[config.mk]
export PLATFORM = sky130hd
export DESIGN_NAME = i2c_slave
export DESIGN_NICKNAME = d
export VERILOG_FILES = /design/src/rtl/i2c_slave.sv
export SDC_FILE = /design/constraint.sdc
export NUM_CORES = 1
export LEC_CHECK = 0
export ABC_AREA = 1
export CORE_ASPECT_RATIO = 0.75
export CORE_UTILIZATION = 60
export DETAILED_ROUTE_END_ITERATION = 16
export HOLD_SLACK_MARGIN = 0.12
export PLACE_DENSITY = 0.78
export SYNTH_ARGS = -nofsm -noshare
export SYNTH_HDL_FRONTEND = slang
export SYNTH_SLANG_ARGS = --single-unit
[constraint.sdc]
create_clock -name clk -period 5.2 [get_ports clk]
set_clock_uncertainty 0.1 [all_clocks]
set_input_delay 0.52 -clock clk [delete_from_list [all_inputs] [get_ports clk]]
set_output_delay 0.52 -clock clk [all_outputs]
set_load 0.005 [all_outputs]
[src/rtl/i2c_slave.sv]
// i2c_slave: I2C target with byte register file; optional pointer auto-increment via I2C_SLAVE_AUTO_INC_EN
module i2c_slave #(
   parameter logic [6:0] DEV_ADDR = 7'h50,
   parameter int         NUM_REGS = 16
) (
   input  logic       clk,
   input  logic       rst,
   input  logic       SCL_in,
   input  logic       SDA_in,
   output logic       SDA_out,
   output logic [7:0] Data_out,
   output logic [7:0] Data_addr,
   output logic       Data_valid,
   output logic       busy
);
   localparam int AW = NUM_REGS > 1 ? $clog2(NUM_REGS) : 1;
   typedef enum logic [3:0] {IDLE, DEV, ACK_DEV, REG, ACK_REG, WR, ACK_WR, RD, RD_ACK, WAIT} state_t;
   state_t     state;
   logic [2:0] scl_s, sda_s, cnt;
   logic [7:0] shreg, rd_sh, ptr, ptr_inc, byte_in, cur;
   logic       ph, scl_rise, scl_fall, start, stop;
   logic [7:0] regs [NUM_REGS];
   assign scl_rise = scl_s[1] & ~scl_s[2];
   assign scl_fall = ~scl_s[1] & scl_s[2];
   assign start    = scl_s[1] & scl_s[2] & ~sda_s[1] & sda_s[2];
   assign stop     = scl_s[1] & scl_s[2] & sda_s[1] & ~sda_s[2];
   assign byte_in  = {shreg[6:0], sda_s[1]};
   assign cur      = regs[ptr[AW-1:0]];
`ifdef I2C_SLAVE_AUTO_INC_EN
   assign ptr_inc  = (ptr == 8'(NUM_REGS - 1)) ? 8'd0 : ptr + 8'd1;
`else
   assign ptr_inc  = ptr;
`endif
   // two-flop synchronizers plus one history flop for edge detection
   always_ff @(posedge clk or negedge rst)
      if (!rst) begin
         scl_s <= '1;
         sda_s <= '1;
      end else begin
         scl_s <= {scl_s[1:0], SCL_in};
         sda_s <= {sda_s[1:0], SDA_in};
      end
   // protocol FSM: bits sampled on SCL rise, SDA drive changed on SCL fall
   always_ff @(posedge clk or negedge rst)
      if (!rst) begin
         state      <= IDLE;
         cnt        <= '0;
         ph         <= 1'b0;
         shreg      <= '0;
         rd_sh      <= '0;
         ptr        <= '0;
         SDA_out    <= 1'b1;
         Data_out   <= '0;
         Data_addr  <= '0;
         Data_valid <= 1'b0;
         busy       <= 1'b0;
         regs       <= '{default: '0};
      end else begin
         Data_valid <= 1'b0;
         if (stop) begin
            state   <= IDLE;
            SDA_out <= 1'b1;
            busy    <= 1'b0;
            cnt     <= '0;
         end else if (start) begin
            state   <= DEV;
            SDA_out <= 1'b1;
            cnt     <= '0;
         end else if (scl_rise) begin
            case (state)
               DEV, REG, WR: begin
                  shreg <= byte_in;
                  cnt   <= cnt + 3'd1;
                  if (cnt == 3'd7) begin
                     ph    <= 1'b0;
                     state <= state == DEV ? ACK_DEV : state == REG ? ACK_REG : ACK_WR;
                     if (state == WR) begin
                        regs[ptr[AW-1:0]] <= byte_in;
                        Data_out          <= byte_in;
                        Data_addr         <= ptr;
                        Data_valid        <= 1'b1;
                     end
                  end
               end
               RD_ACK:
                  if (sda_s[1]) state <= WAIT;
                  else begin
                     ph  <= 1'b1;
                     ptr <= ptr_inc;
                  end
               default: ;
            endcase
         end else if (scl_fall) begin
            case (state)
               ACK_DEV:
                  if (!ph) begin
                     if (shreg[7:1] == DEV_ADDR) begin
                        SDA_out <= 1'b0;
                        busy    <= 1'b1;
                        ph      <= 1'b1;
                     end else state <= WAIT;
                  end else if (shreg[0]) begin
                     state   <= RD;
                     SDA_out <= cur[7];
                     rd_sh   <= {cur[6:0], 1'b0};
                     cnt     <= '0;
                  end else begin
                     state   <= REG;
                     SDA_out <= 1'b1;
                  end
               ACK_REG:
                  if (!ph) begin
                     if ({1'b0, shreg} < 9'(NUM_REGS)) begin
                        ptr     <= shreg;
                        SDA_out <= 1'b0;
                        ph      <= 1'b1;
                     end else state <= WAIT;
                  end else begin
                     state   <= WR;
                     SDA_out <= 1'b1;
                  end
               ACK_WR:
                  if (!ph) begin
                     SDA_out <= 1'b0;
                     ph      <= 1'b1;
                  end else begin
                     state   <= WR;
                     SDA_out <= 1'b1;
                     ptr     <= ptr_inc;
                  end
               RD: begin
                  cnt <= cnt + 3'd1;
                  if (cnt == 3'd7) begin
                     SDA_out <= 1'b1;
                     ph      <= 1'b0;
                     state   <= RD_ACK;
                  end else begin
                     SDA_out <= rd_sh[7];
                     rd_sh   <= {rd_sh[6:0], 1'b0};
                  end
               end
               RD_ACK:
                  if (ph) begin
                     state   <= RD;
                     SDA_out <= cur[7];
                     rd_sh   <= {cur[6:0], 1'b0};
                     cnt     <= '0;
                  end
               default: ;
            endcase
         end
      end
endmodule

==> results of run 1 <==
[worst reg2reg max path, stage by stage, from the launching register on]
cell,delay [ps]
dfstp_2,560
inv_1,300
nand3_1,200
nand2_1,200
nor2_4,200
nand3_4,350
nor3_4,550
nand2_4,260
nand2_1,160
o21ai_2,60
[how the worst min path moves through the flow]
stage	from	to
after floorplan	rst	Data_addr[0]
after global placement	scl_s[0]	scl_s[1]
after detailed placement	scl_s[0]	scl_s[1]
after CTS	scl_s[0]	scl_s[1]
after global routing	sda_s[0]	sda_s[1]
final	scl_s[0]	scl_s[1]
[state kept, by name, summed over array words and instances, names as in the netlist, 3 cells and up]
| name | cells |
|---|---|
| regs | 128 |
| Data_addr | 8 |
| Data_out | 8 |
| ptr | 8 |
| shreg | 8 |
| rd_sh | 7 |
| state | 4 |
| cnt | 3 |
| scl_s | 3 |
| sda_s | 3 |
[layout by cell type, fill, tap and decap left out, types with 9 or more instances in the layout]
cell             instances
o21ai_0                104
nand2_1                343
clkdlybuf4s50_1         21
nand2_2                  9
o21ai_2                 16
nor2_1                  57
dfrtp_1                177
nand3_1                 26
clkbuf_16               17
a22oi_1                 44
inv_1                   40
o21ai_1                 52
[logic make-up after synthesis]
kind of cell / Yosys count
fa+ha+maj: 5
flops: 184
buf+inv: 92
compound gates: 235
simple gates: 463
[report_power, final]
group,internal [mW],total [mW],switching [mW],leakage [nW]
registers,1.50,1.57,0.0775,2.53
logic,0.142,0.657,0.515,1.58
clock network,0.772,1.35,0.577,0.295
total,2.41,3.58,1.17,4.40
[final cells by class]
cell class	count	area, sq um
flip-flops and latches	184	4610
fillers	1081	4020
multi-input cells	703	3380
clock buffers	18	439
repair buffers	29	289
well taps	171	214
clock inverters	14	170
inverters	45	169
[metal layers]
layer  track usage  share of wire  up-vias
met5             0              0        -
met4        0.0843          0.013        0
met3        0.0718          0.085       24
met2         0.437           0.42      266
met1         0.469           0.48     3297
li1              -              -     3238
[per-stage QoR]
stage	cell area [sq um]	std cells	hold WS, ps
2_1_floorplan	8380	979	124
3_3_place_gp	8650	1131	246
3_5_place_dp	8650	1131	250
4_1_cts	9270	1164	259
5_1_grt	9270	1164	264
6_report	9270	1164	257
==> qor.yml, run 1 <==
hold_path:
  holdPathStages: 0
  hp-class: "reg2reg"
clock_network:
  cts_resized: 0
  clk_latency_ps: 440
  cts_made_buffers: 17
  holdBufCountCts: 1
  clk_transition_reported_paths_ps: 70
  htreeDepth: 4
  post_cts_buffers: 0
  root_buffer: "clkbuf_16"
  cts_num_sinks: 184
  cts_tree: "done"
  cts_max_path_buffers: 2
detailed_routing:
  dr_total_vias: 6825
  route.final.wire_length_um: 20600
  drc: 8
  wire_per_inst_um: 17.7
  antenna_left: 0
  routed_via_density: 5.86
  dr.first_iter.drc_count: 855
  drt-pass1-iter-count: 12
cells_and_area:
  nets: 989
  diodes: 0
  drive_gt1_frac: 0.0926
  final_util: 0.698
  area_delta_synth_final_pct: 10.7
logic_synthesis:
  yosys.area_share.adder: 0.00747
  ys_top_cells_by_area: "dfrtp_1, nand2_1, o21ai_0, a22oi_1, o21ai_1"
  synth_top_family_by_area: "simple AND/OR/NAND/NOR gates"
  syn_inst: 979
  synth_xor_area_frac: 0
  synth_top_flop_cell: "dfrtp_1"
  syn_nets: 988
  yosysMostFrequentCell: "nand2_1"
  synth_top_cells_by_count: "nand2_1, dfrtp_1, o21ai_0"
  ys_warn_count: 0
  syn_area_per_cell_sq_um: 8.56
  syn_area_sq_um: 8380
  synth_edf_count: 0
  netlist.top_cell.by_area: "dfrtp_1"
  ys_seq_area_frac: 0.551
  synth_simple_gate_area_frac: 0.230
  muxShareOfSynthArea: 0
  synth_top_area_frac: 0.529
  synth_compound_area_frac: 0.165
  yosysUniqueCellTypes: 32
  async_flop_share: 1.00
  ys_ff_latch: 184
sta:
  worst_pin_slew_ps: 1050
  relSlewSlack: 0.298
  fmaxAchievable_mhz: 325
  setup_tns_ps: 0
  min_period_ps: 3070
  finalSetupViolCount: 0
  min_period_over_period: 0.591
  hold_violations: 0
  rsz0062_at_grt: "no"
  post-route-worst-setup-slack_ps: 2130
  drv_slew: 0
power_and_ir_drop:
  p_total_mw: 3.58
  leakage_nw: 4.40
  power.density_nw_per_um2: 386
  peakVddDrop_mv: 0.244
worst_setup_path:
  slowest_stage: "dfstp_2"
  end_kind: "flip-flop"
  startpoint: "sda_s[1]"
  cp_num_cells: 9
  timing.critical_path.buf_inv: 1
  crit_family: "simple AND/OR/NAND/NOR gates"
  r2r_slack_ps: 2130
  crit_path_max_incr_delay_ps: 560
  crit_end: "regs[8]"
  start_kind: "flip-flop"
  critPathKind: "reg2reg"
  required_ps: 5410
  rr_worst_depth: 9
  path_common_cell: "nand2_1"
  crit_chain: "inv_1, nand3_1, nand2_1, nor2_4, nand3_4, nor3_4, nand2_4, nand2_1, o21ai_2"
  r2r_start: "sda_s[1]"
  worstPathMaxFanout: 37
  arrival_ps: 3280
  reg2reg_to: "regs[8]"
floorplanning:
  dieArea_sq_um: 14400
  core_area_sq_um: 13300
  start_util: 0.631
  rows: 36
  die-height_um: 104
  die_x_um: 138
  io_pins: 23
global_route:
  grt_max_degree: 97
  grt_pass1_vias: 6412
  groute.usage.overall: 0.307
  antenna_found_initial: 0
  grt_pass1_wl_um: 34100
  overflow: 0
run_status:
  violations: "DRC"
  status: "finished with violations"
place:
  gp_congestion: 0.978
  io_buffers: 22
  place_ws_ps: 2180
  dpl.hpwl_um: 13300
flow_run:
  cap_violations: 0
No activity file was read; power rests on OpenSTA's default activity.
==> run 2, diff against run 1 <==
--- a/config.mk
+++ b/config.mk
@@ -7,10 +7,10 @@
 export LEC_CHECK = 0
 export ABC_AREA = 1
 export CORE_ASPECT_RATIO = 0.75
-export CORE_UTILIZATION = 60
+export CORE_UTILIZATION = 56
 export DETAILED_ROUTE_END_ITERATION = 16
 export HOLD_SLACK_MARGIN = 0.12
-export PLACE_DENSITY = 0.78
+export PLACE_DENSITY = 0.76
 export SYNTH_ARGS = -nofsm -noshare
 export SYNTH_HDL_FRONTEND = slang
 export SYNTH_SLANG_ARGS = --single-unit
==> constraint.sdc (replaced) <==
create_clock -name clk -period 2.8 [get_ports clk]
set_clock_uncertainty 0.1 [all_clocks]
set_input_delay 0.28 -clock clk [delete_from_list [all_inputs] [get_ports clk]]
set_output_delay 0.28 -clock clk [all_outputs]
set_load 0.005 [all_outputs]
==> qor.yml, run 2 (synthesis gave the netlist of run 1 again) <==
clock_network:
  htreeDepth: 4
  post_cts_buffers: 0
  cts_num_sinks: 184
  cts_max_path_buffers: 2
  root_buffer: "clkbuf_16"
  clk_latency_ps: 440
  clk_transition_reported_paths_ps: 70
  cts_tree: "done"
  cts_made_buffers: 17
cells_and_area:
  nets: 1001
  multiInputGateArea_sq_um: 3380
  diodes: 0
  drive_gt1_frac: 0.104
  fin_cells: 1205
  area_delta_synth_final_pct: 12.8
  layout.cells.most_common: "nand2_1"
  nFillCells: 1201
  final_cell_mix: "nand2_1, dfrtp_1, o21ai_0, nor2_1, o21ai_1"
  largest_reg_flops: 128
  stdcell_area_sq_um: 9450
  seq_area_sq_um: 4610
  top_register: "regs"
global_route:
  overflow: 0
  antenna_found_initial: 0
  grt_max_degree: 73
  grt_pass1_vias: 6436
  groute.usage.overall: 0.294
  grt_pass1_wl_um: 34100
run_status:
  status: "finished clean"
sta:
  rsz0062_at_grt: "no"
  min_period_ps: 2480
  worst_pin_slew_ps: 896
  post-route-worst-setup-slack_ps: 324
  drv_slew: 0
  hold_violations: 0
  setup_tns_ps: 0
  fmaxAchievable_mhz: 404
  min_period_over_period: 0.884
  relSlewSlack: 0.402
  finalSetupViolCount: 0
  hold_ws_ps: 146
place:
  io_buffers: 22
  placedCellCount: 1172
  gp_congestion: 0.939
  place_ws_ps: 283
  dpl_cell_area_sq_um: 8810
  dpl.hpwl_um: 13100
floorplanning:
  die-height_um: 108
  dieArea_sq_um: 15500
  rows: 38
  core_area_sq_um: 14500
  start_util: 0.576
  io_pins: 23
  die_x_um: 143
power_and_ir_drop:
  peakVddDrop_mv: 0.414
  leakage_nw: 4.48
  power.density_nw_per_um2: 713
worst_setup_path:
  r2r_slack_ps: 320
  critPathKind: "reg2reg"
  slowest_stage: "dfstp_2"
  end_kind: "flip-flop"
  path_common_cell: "nand2_1"
  crit_path_max_incr_delay_ps: 560
  reg2reg_to: "state[3]"
  worstPathMaxFanout: 8
  required_ps: 3030
  crit_chain: "ha_1, nand3b_1, nand2_1, inv_1, nand2_1, o21ai_0, a21oi_1, nand2_1, nand2_1, nand2_1"
  rr_worst_depth: 10
  start_kind: "flip-flop"
  arrival_ps: 2700
  r2r_start: "scl_s[1]"
detailed_routing:
  dr_total_vias: 6795
  route.final.wire_length_um: 20700
  antenna_left: 0
  wire_per_inst_um: 17.2
  routed_via_density: 5.64
  dr.first_iter.drc_count: 714
  drt-pass1-iter-count: 6
  drc: 0
flow_run:
  cap_violations: 0
hold_path:
  hp-class: "in2reg"
  worstHoldStart: "SCL_in"
  min_to: "scl_s[0]"
  holdPathStages: 1
==> run 2: stage by stage <==
| stage | util | power [mW] |
|---|---|---|
| floorplan | - | 3.72 |
| global placement | 0.605 | 4.20 |
| detailed placement | 0.605 | 4.19 |
| CTS | 0.650 | 6.75 |
| global route | 0.650 | 7.03 |
| finish | 0.650 | 6.74 |
==> run 2: cell type report <==
| cell class | count | share of cell area |
|---|---|---|
| Sequential cell | 184 | 0.488 |
| Multi-Input combinational cell | 703 | 0.358 |
| Clock buffer | 17 | 0.0450 |
| Timing Repair Buffer | 41 | 0.0430 |
| Tap cell | 200 | 0.0265 |
| Clock inverter | 15 | 0.0220 |
| Inverter | 45 | 0.0179 |
==> run 2: repair_timing <==
action,in CTS,in global routing
endpoints found under the hold margin,63,0
hold buffers,1,0
gates resized for setup,0,1
setup endpoints to repair,0,4
==> run 2: metal layers <==
| metal | vias up | wire length, um | GRT usage | part of all wire |
|---|---|---|---|---|
| li1 | 3267 | - | - | - |
| met1 | 3249 | 9900 | 0.436 | 0.48 |
| met2 | 251 | 8910 | 0.432 | 0.43 |
| met3 | 28 | 1560 | 0.0547 | 0.076 |
| met4 | 0 | 323 | 0.101 | 0.016 |
| met5 | - | 0 | 0 | 0 |
==> run 2: critical path: cells and delay by family (launching register included) <==
family,cells,cell delay (ps)
AO/OA/AOI/OAI,2,430
adder cells (fa/ha/maj),1,180
buffers and inverters,1,220
flip-flops,1,560
AND/OR/NAND/NOR,6,890
==> run 2: how the worst max path moves through the flow <==
stage | end | slack, ps | startpoint | cells after the start
floorplan | regs[79] | 640 | scl_s[1] | 9
finish | state[3] | 320 | scl_s[1] | 10
global route | state[1] | 50 | scl_s[1] | 10
global placement | state[1] | 300 | scl_s[1] | 12
detailed placement | state[1] | 280 | scl_s[1] | 12
CTS | state[3] | 260 | scl_s[1] | 12
==> run 2: power breakdown <==
part	leakage (nW)	switching (mW)	total, mW	internal, mW
Sequential	2.53	0.144	2.92	2.78
Clock	0.304	1.12	2.56	1.44
Combinational	1.64	0.962	1.25	0.292
Total	4.48	2.22	6.74	4.51
